<file path="src/rtl/nx_fifo_pkg.sv">
// Shared constants for the nx_fifo read-side blocks: latency bound, level width
// and a pointer-wrap helper for the small skid buffers.
package nx_fifo_pkg;

    localparam int NX_FIFO_RD_LAT_MAX = 2;
    localparam int NX_FIFO_LVL_W      = 3;
    localparam int NX_FIFO_PTR_W      = $clog2(NX_FIFO_RD_LAT_MAX + 2);

    // Advance a circular-buffer pointer, wrapping at an arbitrary (non power of two) depth.
    function automatic logic [NX_FIFO_PTR_W-1:0] nx_ptr_inc(
        input logic [NX_FIFO_PTR_W-1:0] ptr,
        input int                       depth
    );
        return (int'(ptr) == depth - 1) ? '0 : ptr + NX_FIFO_PTR_W'(1);
    endfunction

endpackage

</file>
<file path="src/rtl/nx_fifo_rd_skid.sv">
// DEPTH-entry circular skid buffer: storage, pointers and occupancy count.
// clear wins over a simultaneous write or pop; storage contents survive a clear.
module nx_fifo_rd_skid
    import nx_fifo_pkg::*;
#(
    parameter int DATA_W = 32,
    parameter int DEPTH  = 3
) (
    input  logic                     clk,
    input  logic                     rst_n,
    input  logic                     clear,
    input  logic                     wr_en,
    input  logic [DATA_W-1:0]        wr_data,
    input  logic                     pop,
    output logic [DATA_W-1:0]        rd_data,
    output logic [NX_FIFO_LVL_W-1:0] cnt
);

    logic [DATA_W-1:0]        mem [DEPTH];
    logic [NX_FIFO_PTR_W-1:0] wr_ptr;
    logic [NX_FIFO_PTR_W-1:0] rd_ptr;
    logic                     do_wr;
    logic                     do_pop;

    assign do_wr   = wr_en && !clear;
    assign do_pop  = pop && !clear;
    assign rd_data = mem[rd_ptr];

    always_ff @(posedge clk or negedge rst_n) begin
        if (!rst_n) begin
            for (int i = 0; i < DEPTH; i++) begin
                mem[i] <= '0;
            end
        end else if (do_wr) begin
            mem[wr_ptr] <= wr_data;
        end
    end

    always_ff @(posedge clk or negedge rst_n) begin
        if (!rst_n) begin
            wr_ptr <= '0;
            rd_ptr <= '0;
            cnt    <= '0;
        end else if (clear) begin
            wr_ptr <= '0;
            rd_ptr <= '0;
            cnt    <= '0;
        end else begin
            if (do_wr) begin
                wr_ptr <= nx_ptr_inc(wr_ptr, DEPTH);
            end
            if (do_pop) begin
                rd_ptr <= nx_ptr_inc(rd_ptr, DEPTH);
            end
            case ({do_wr, do_pop})
                2'b10:   cnt <= cnt + NX_FIFO_LVL_W'(1);
                2'b01:   cnt <= cnt - NX_FIFO_LVL_W'(1);
                default: cnt <= cnt;
            endcase
        end
    end

endmodule

</file>
<file path="src/rtl/nx_fifo_rd_stage.sv">
// Read stage for an nx_fifo_ctrl + synchronous RAM pair: credit-based fifo_ren,
// RD_LAT in-flight pipe and a skid buffer. Optional SVA: NX_FIFO_RD_STAGE_ASSERT_EN.
module nx_fifo_rd_stage
    import nx_fifo_pkg::*;
#(
    parameter int DATA_W = 32,
    parameter int RD_LAT = 1
) (
    input  logic                     clk,
    input  logic                     rst_n,
    input  logic                     fifo_empty,
    output logic                     fifo_ren,
    input  logic [DATA_W-1:0]        ram_rdata,
    input  logic                     clear,
    output logic                     out_valid,
    input  logic                     out_ready,
    output logic [DATA_W-1:0]        out_data,
    output logic [NX_FIFO_LVL_W-1:0] level
);

    localparam int                       DEPTH     = RD_LAT + 2;
    localparam logic [NX_FIFO_LVL_W-1:0] DEPTH_LVL = NX_FIFO_LVL_W'(DEPTH);

    logic [RD_LAT-1:0]        inflight_pipe;
    logic [NX_FIFO_LVL_W-1:0] cnt;
    logic                     wr_en;
    logic                     pop;

    // out_valid/out_ready: a word transfers on every edge where both are high;
    // out_valid never depends on out_ready, and out_data holds while stalled.
    // level counts reads already issued, so out_ready never reaches fifo_ren.
    assign fifo_ren  = !fifo_empty && !clear && (level < DEPTH_LVL);
    assign out_valid = (cnt != '0);
    assign pop       = out_valid && out_ready && !clear;
    assign wr_en     = inflight_pipe[RD_LAT-1];

    always_ff @(posedge clk or negedge rst_n) begin
        if (!rst_n) begin
            inflight_pipe <= '0;
        end else if (clear) begin
            inflight_pipe <= '0;
        end else begin
            inflight_pipe[0] <= fifo_ren;
            for (int i = 1; i < RD_LAT; i++) begin
                inflight_pipe[i] <= inflight_pipe[i-1];
            end
        end
    end

    always_ff @(posedge clk or negedge rst_n) begin
        if (!rst_n) begin
            level <= '0;
        end else if (clear) begin
            level <= '0;
        end else begin
            case ({fifo_ren, pop})
                2'b10:   level <= level + NX_FIFO_LVL_W'(1);
                2'b01:   level <= level - NX_FIFO_LVL_W'(1);
                default: level <= level;
            endcase
        end
    end

    nx_fifo_rd_skid #(
        .DATA_W (DATA_W),
        .DEPTH  (DEPTH)
    ) u_skid (
        .clk     (clk),
        .rst_n   (rst_n),
        .clear   (clear),
        .wr_en   (wr_en),
        .wr_data (ram_rdata),
        .pop     (pop),
        .rd_data (out_data),
        .cnt     (cnt)
    );

`ifdef NX_FIFO_RD_STAGE_ASSERT_EN
    a_ren_not_empty: assert property (@(posedge clk) disable iff (!rst_n)
        !(fifo_ren && fifo_empty));

    a_no_overflow: assert property (@(posedge clk) disable iff (!rst_n)
        !(wr_en && !clear && (cnt == DEPTH_LVL)));

    a_stall_stable: assert property (@(posedge clk) disable iff (!rst_n)
        (out_valid && !out_ready && !clear) |=> $stable(out_data));

    c_level_full: cover property (@(posedge clk) disable iff (!rst_n)
        level == DEPTH_LVL);

    c_level_drained: cover property (@(posedge clk) disable iff (!rst_n)
        ($past(level) != '0) && (level == '0));
`endif

endmodule

</file>
<file path="config.mk">
export PLATFORM = sky130hd
export DESIGN_NAME = nx_fifo_rd_stage
export DESIGN_NICKNAME = d
export VERILOG_FILES = /design/src/rtl/nx_fifo_pkg.sv /design/src/rtl/nx_fifo_rd_skid.sv /design/src/rtl/nx_fifo_rd_stage.sv
export SDC_FILE = /design/constraint.sdc
export NUM_CORES = 1
export LEC_CHECK = 0
export BUFFER_PORTS_ARGS = -buffer_cell sky130_fd_sc_hd__buf_2
export CORE_MARGIN = 1
export CORE_UTILIZATION = 30
export CTS_BUF_LIST = sky130_fd_sc_hd__clkbuf_4 sky130_fd_sc_hd__clkbuf_8 sky130_fd_sc_hd__clkbuf_16
export DETAILED_ROUTE_END_ITERATION = 12
export MAX_ROUTING_LAYER = met4
export PLACE_DENSITY = 0.51
export SETUP_SLACK_MARGIN = 0.4
export SYNTH_ARGS = -nofsm -noshare
export SYNTH_HDL_FRONTEND = slang
export SYNTH_HIERARCHICAL = 1
export SYNTH_SLANG_ARGS = --single-unit
</file>
<file path="constraint.sdc">
create_clock -name clk -period 2.05 [get_ports clk]
set_input_delay 0.205 -clock clk [delete_from_list [all_inputs] [get_ports clk]]
set_output_delay 0.205 -clock clk [all_outputs]
set_load 0.05 [all_outputs]
</file>
# After elaboration in Yosys (flattened, before gate mapping)
# Cells that the tools add are included.
# totals
out_inout_bits,37
in_bits,37
regBits,107
elab_cells,57
# classes
bitwise,2
addsub,6
muxes,17
reduce_logical,14
order_cmp,4
n_eq_ne,6
# ops
op,count
$bwmux W96,1
$mux W32,3
$bmux W32 S2,1
$demux W32 S2,1
$mux W2,6
$pmux W3 S2,2
$reduce_bool A3 Y1,3
$eq A2 B2 Y1 const B,4
$logic_and A1 B1 Y1,7
$add A3 B1 Y3 const B,2
$ge A3 B3 Y1 const B,2
$mux W3,2
$not A2 Y3,2
$sub A3 B1 Y3 const B,2
$add A2 B1 Y2 const B,2
$eq A2 B1 Y1 const B,2
$reduce_bool A2 Y1,2
$lt A3 B1 Y1 const B,1
$lt A3 B2 Y1 const B,1
$logic_not A1 Y1,2
$mux W1,1

# Longest topological paths before layout
# depth
word_depth,7
ltp_mapped,8
mapped_depth_nobuf,7

# By module
# The synthesis kept the hierarchy.
# modules_own_cells
mod,n_inst,cells_each,seq_area_each_um2,area_each_um2
nx_fifo_rd_skid,1,347,2577.5,4840.9
nx_fifo_rd_stage,1,35,100.1,346.6

# Least setup slack after synthesis
# OpenSTA, ideal clock, no wires.
# synth_timing
kind,reg2reg
start,register level[0]
end,register level[2]
period_less_slack_ns,2.214
arrival_ns,2.080
stages_incl_launch_ff,6
n_path_buf,0
path_slack_ns,-0.164
setup_ns,0.134
required_ns,1.916
path_cell_list,dfrtp_1 -> a211o_2 -> and3_1 -> fa_1 -> o41ai_1 -> a31oi_1
# synth_between
elab_chain_cells,5
word_cells_on_any_way,9
cone_classes,2 x add/sub; 1 x order compare; 2 x eq/ne; 2 x mux; 2 x reduce/logical
# synth_lines
element,line_no,source
from (decl),nx_fifo_rd_stage.sv:18,output logic [NX_FIFO_LVL_W-1:0] level
from (signal assigned),nx_fifo_rd_stage.sv:57,2'b10: level <= level + NX_FIFO_LVL_W'(1);
from (signal assigned),nx_fifo_rd_stage.sv:58,2'b01: level <= level - NX_FIFO_LVL_W'(1);
from (signal assigned),nx_fifo_rd_stage.sv:59,default: level <= level;
$lt A3 B2 Y1,nx_fifo_rd_stage.sv:32,assign fifo_ren = !fifo_empty && !clear && (level < DEPTH_LVL);
$logic_and A1 B1 Y1,nx_fifo_rd_stage.sv:32,
$eq A2 B1 Y1 or $eq A2 B2 Y1 (tied branches),nx_fifo_rd_stage.sv:56,"case ({fifo_ren, pop})"
$pmux W3 S2,nx_fifo_rd_stage.sv:56,
$mux W3,nx_fifo_rd_stage.sv:53,end else if (clear) begin
# Several ways; a longest one is shown, not always the timed one.
# A chain may end at the register's enable or synchronous reset.

# Worst setup path after layout
# layout_timing
start,register u_skid.cnt[0]
end,register level[1]
# layout_between
elab_chain_cells,6
word_cells_on_any_way,8
cone_classes,2 x eq/ne; 2 x mux; 4 x reduce/logical
# layout_lines
element,line_no,source
from (decl),nx_fifo_rd_skid.sv:16,output logic [NX_FIFO_LVL_W-1:0] cnt
from (signal assigned),nx_fifo_rd_skid.sv:56,2'b10: cnt <= cnt + NX_FIFO_LVL_W'(1);
from (signal assigned),nx_fifo_rd_skid.sv:57,2'b01: cnt <= cnt - NX_FIFO_LVL_W'(1);
from (signal assigned),nx_fifo_rd_skid.sv:58,default: cnt <= cnt;
$reduce_bool A3 Y1 (*),nx_fifo_rd_stage.sv:33,assign out_valid = (cnt != '0);
$logic_and A1 B1 Y1 (*) (2 in a row),nx_fifo_rd_stage.sv:34,assign pop = out_valid && out_ready && !clear;
$eq A2 B1 Y1 or $eq A2 B2 Y1 (tied branches),nx_fifo_rd_stage.sv:56,
$pmux W3 S2,nx_fifo_rd_stage.sv:56,
$mux W3,nx_fifo_rd_stage.sv:53,
# Mark *: on every way between the ends. The rest lies on a longest branch, timed or not.

==> run_results.csv <==
group,metric,value,unit
min_path,holdCritPathClass,"in -> reg",
routing,wirelength,12.9,mm
power_and_ir_drop,p_int,5.28,mW
yosys,synth-warning-count,6,
setup_path,cp.required,2.31,ns
power_and_ir_drop,p_seq_share,37.3,%
floorplanning,coreArea,0.0168,mm²
placed_design,port_buffers,73,
floorplanning,io_pins,74,
setup_path,cp.arrival,2.18,ns
setup_path,cp_top_family,"simple AND/OR/NAND/NOR gates",
final_layout,drive_gt1_share,65.8,%
final_layout,nets,524,
final_layout,final_area,0.00714,mm²
power_and_ir_drop,p_per_area,1160,mW/mm²
floorplanning,fp-row-count,47,
placed_design,placed_cell_area,0.00597,mm²
placed_design,place_congestion,0.759,
timing,finalCritPeriodShare,93.9,%
global_route,grt_overflow,0,
yosys,syn_avg_cell_area,13.6,µm²
setup_path,path_cells,"nor3_4 -> inv_2 -> and3_4 -> fa_2 -> and2b_2 -> nand2_1 -> o2111ai_2",
clock_tree,worstSkewPairLatency,0.35,ns
setup_path,crit_type,"reg -> reg",
power_and_ir_drop,power_frac_clock,21.5,%
final_layout,antennaDiodeCount,0,
timing,fmax,0.519,GHz
routing,drc,0,
timing,hold_viol_final,0,
global_route,grt_antenna_before_repair,0,
setup_path,path_max_fanout,3,
yosys,yosysTopAreaCellShare,51.6,%
yosys,ys_seq_area_share,51.6,%
timing,slew_violations,0,
final_layout,syn_to_final_growth,37.7,%
routing,ant_nets,0,
routing,drt-pass1-iter-count,4,
yosys,synth_nets,421,
run,maxCapViolCount,0,
timing,period_needed,1.93,ns
power_and_ir_drop,power_switching,2.99,mW
yosys,yosysTopAreaCell,"dfrtp_1",
setup_path,cp.buffers_inverters,1,
timing,clock_skew,0.00649,ns
final_layout,stdcell_count,706,
power_and_ir_drop,irDropWorstVdd,0.637,mV
yosys,synth_most_common_cell,"dfrtp_1",
clock_tree,clock-sinks,107,
routing,vias_per_cell,4.79,
global_route,grt_pass1_wl,19.5,mm
placed_design,placed_cells,669,
power_and_ir_drop,leakagePower,3.26,nW
timing,hold_ws,0.108,ns
placed_design,place_ws,0.106,ns
yosys,yosys-top-cells-count,"107 x dfrtp_1, 57 x mux2_2, 38 x mux2_4, 36 x mux2i_1, 33 x nand2_1",
global_route,grt_usage,15.0,%
routing,drtIter0Drc,78,
global_route,grt_max_degree,61,
power_and_ir_drop,power,8.26,mW
placed_design,dp_hpwl,7.20,mm
timing,worst_slew_pin_slew,0.532,ns
setup_path,end_kind,"flop",
yosys,syn-cell-area,0.00519,mm²
routing,avgRoutedWirePerCell,18.2,µm
clock_tree,root_buffer,"clkbuf_16",
global_route,grt_pass1_vias,3606,
outcome,status,"complete, no violations",
routing,vias,3381,
yosys,synth_edf_count,0,
yosys,synth_flop_cell,"dfrtp_1",
floorplanning,die_w,133,µm
yosys,postSynth.asyncResetShare,100,%
setup_path,start_kind,"flop",
timing,rsz0062_at_grt,"true",
setup_path,cp_slowest_cell,"fa_2",
yosys,synth.distinct_cells,40,
floorplanning,dieHeight,133,µm
setup_path,slowest_delay,0.50,ns
power_and_ir_drop,switching_share,36.2,%
floorplanning,start_util,31.0,%
timing,worst_slack,0.125,ns
yosys,synth_area_leaders,"dfrtp_1 52%, mux2_2 12%, mux2_4 11%",
floorplanning,dieArea,0.0178,mm²
yosys,syn_inst,382,
timing,relSlewSlack,64.5,%
clock_tree,cts_buffers,9,
clock_tree,cts_buffer_depth,2,
yosys,ys_ff_latch,107,
power_and_ir_drop,combPwrFrac,41.1,%
clock_tree,cts_tree,"done",
clock_tree,cts-htree-levels,3,
clock_tree,clkTransAtPathRegs,0.07,ns
timing,finalSetupViolCount,0,
==> registers in the layout, indices dropped and copies added, names as in the netlist <==
| name | flops |
|---|---|
| u_skid/mem | 96 |
| level | 3 |
| u_skid/wr_ptr | 2 |
| u_skid/rd_ptr | 2 |
| inflight_pipe | 1 |
| u_skid/cnt | 3 |
==> cells in the final DEF (no fill, tap or decap), types with 3 or more instances in the layout <==
master,n
dfrtp_1,100
mux2_2,57
buf_2,38
mux2_4,38
buf_6,37
o21ai_2,28
buf_4,24
mux2i_1,21
nand2_4,19
mux2i_2,14
nand2_1,12
clkbuf_16,12
nor2_1,10
buf_12,9
dfrtp_2,7
nand4_1,6
o21ai_4,4
o311ai_1,3
buf_16,3
nor3b_2,3
==> metrics by stage <==
stage,utilization [%],setup TNS [ns]
2_1_floorplan,-,-0.262
3_3_place_gp,35.6,0
3_5_place_dp,35.6,0
4_1_cts,39.1,0
5_1_grt,42.6,0
6_report,42.6,0
==> layout make-up <==
type | instances | area [µm²]
Clock buffer | 9 | 225
Clock inverter | 3 | 67.6
Fill cell | 1562 | 9620
Inverter | 2 | 7.51
Multi-Input combinational cell | 247 | 2710
Sequential cell | 107 | 2690
Tap cell | 220 | 275
Timing Repair Buffer | 118 | 1170
==> metal layers <==
metal / up-vias / track usage, % / routed length (µm)
met2: 63 / 23.6 / 6270
met4: 0 / 4.48 / 154
li1: 1569 / - / -
met1: 1737 / 19.2 / 6100
met5: - / - / 0
met3: 12 / 3.23 / 339
==> path summary, 6_finish.rpt <==
path,from,end,slack [ns],cells past startpoint
worst max-delay path,u_skid/cnt[0],level[1],0.12,7
worst min-delay path,ram_rdata[31],u_skid/mem[63],0.11,2
worst max register to register,u_skid/cnt[0],level[1],0.12,7
worst min register to register,u_skid/mem[92],u_skid/mem[92],0.51,1
max in group asynchronous,rst_n,u_skid/mem[25],1.01,3
min in group asynchronous,rst_n,u_skid/mem[67],0.36,2
==> timing repair <==
action / 4_1_cts / 5_1_grt
resized for setup: 52 / 104
endpoints found under the setup margin: 103 / 115
pin swaps: 7 / 20
setup buffers: 4 / 13
cloned: 3 / 4
hold endpoints to repair: 31 / 0
hold buffers: 1 / 0
==> logic make-up after synthesis <==
family / synth area share, %
adder cells (fa/ha/maj): 0.772
buffers and inverters: 4.58
XOR/XNOR: 0.338
flip-flops: 51.6
AO/OA/AOI/OAI: 5.14
multiplexers: 30.5
AND/OR/NAND/NOR: 7.02
==> power groups by stage <==
stage	combinational, mW	sequential, mW	clock (mW)
floorplan	2.17	2.98	0
global placement	2.75	2.97	0
detailed placement	2.80	3.00	0
CTS	3.04	2.97	1.87
global route	3.59	3.15	1.93
finish	3.40	3.09	1.78
Power figures use the tool's default switching activity.
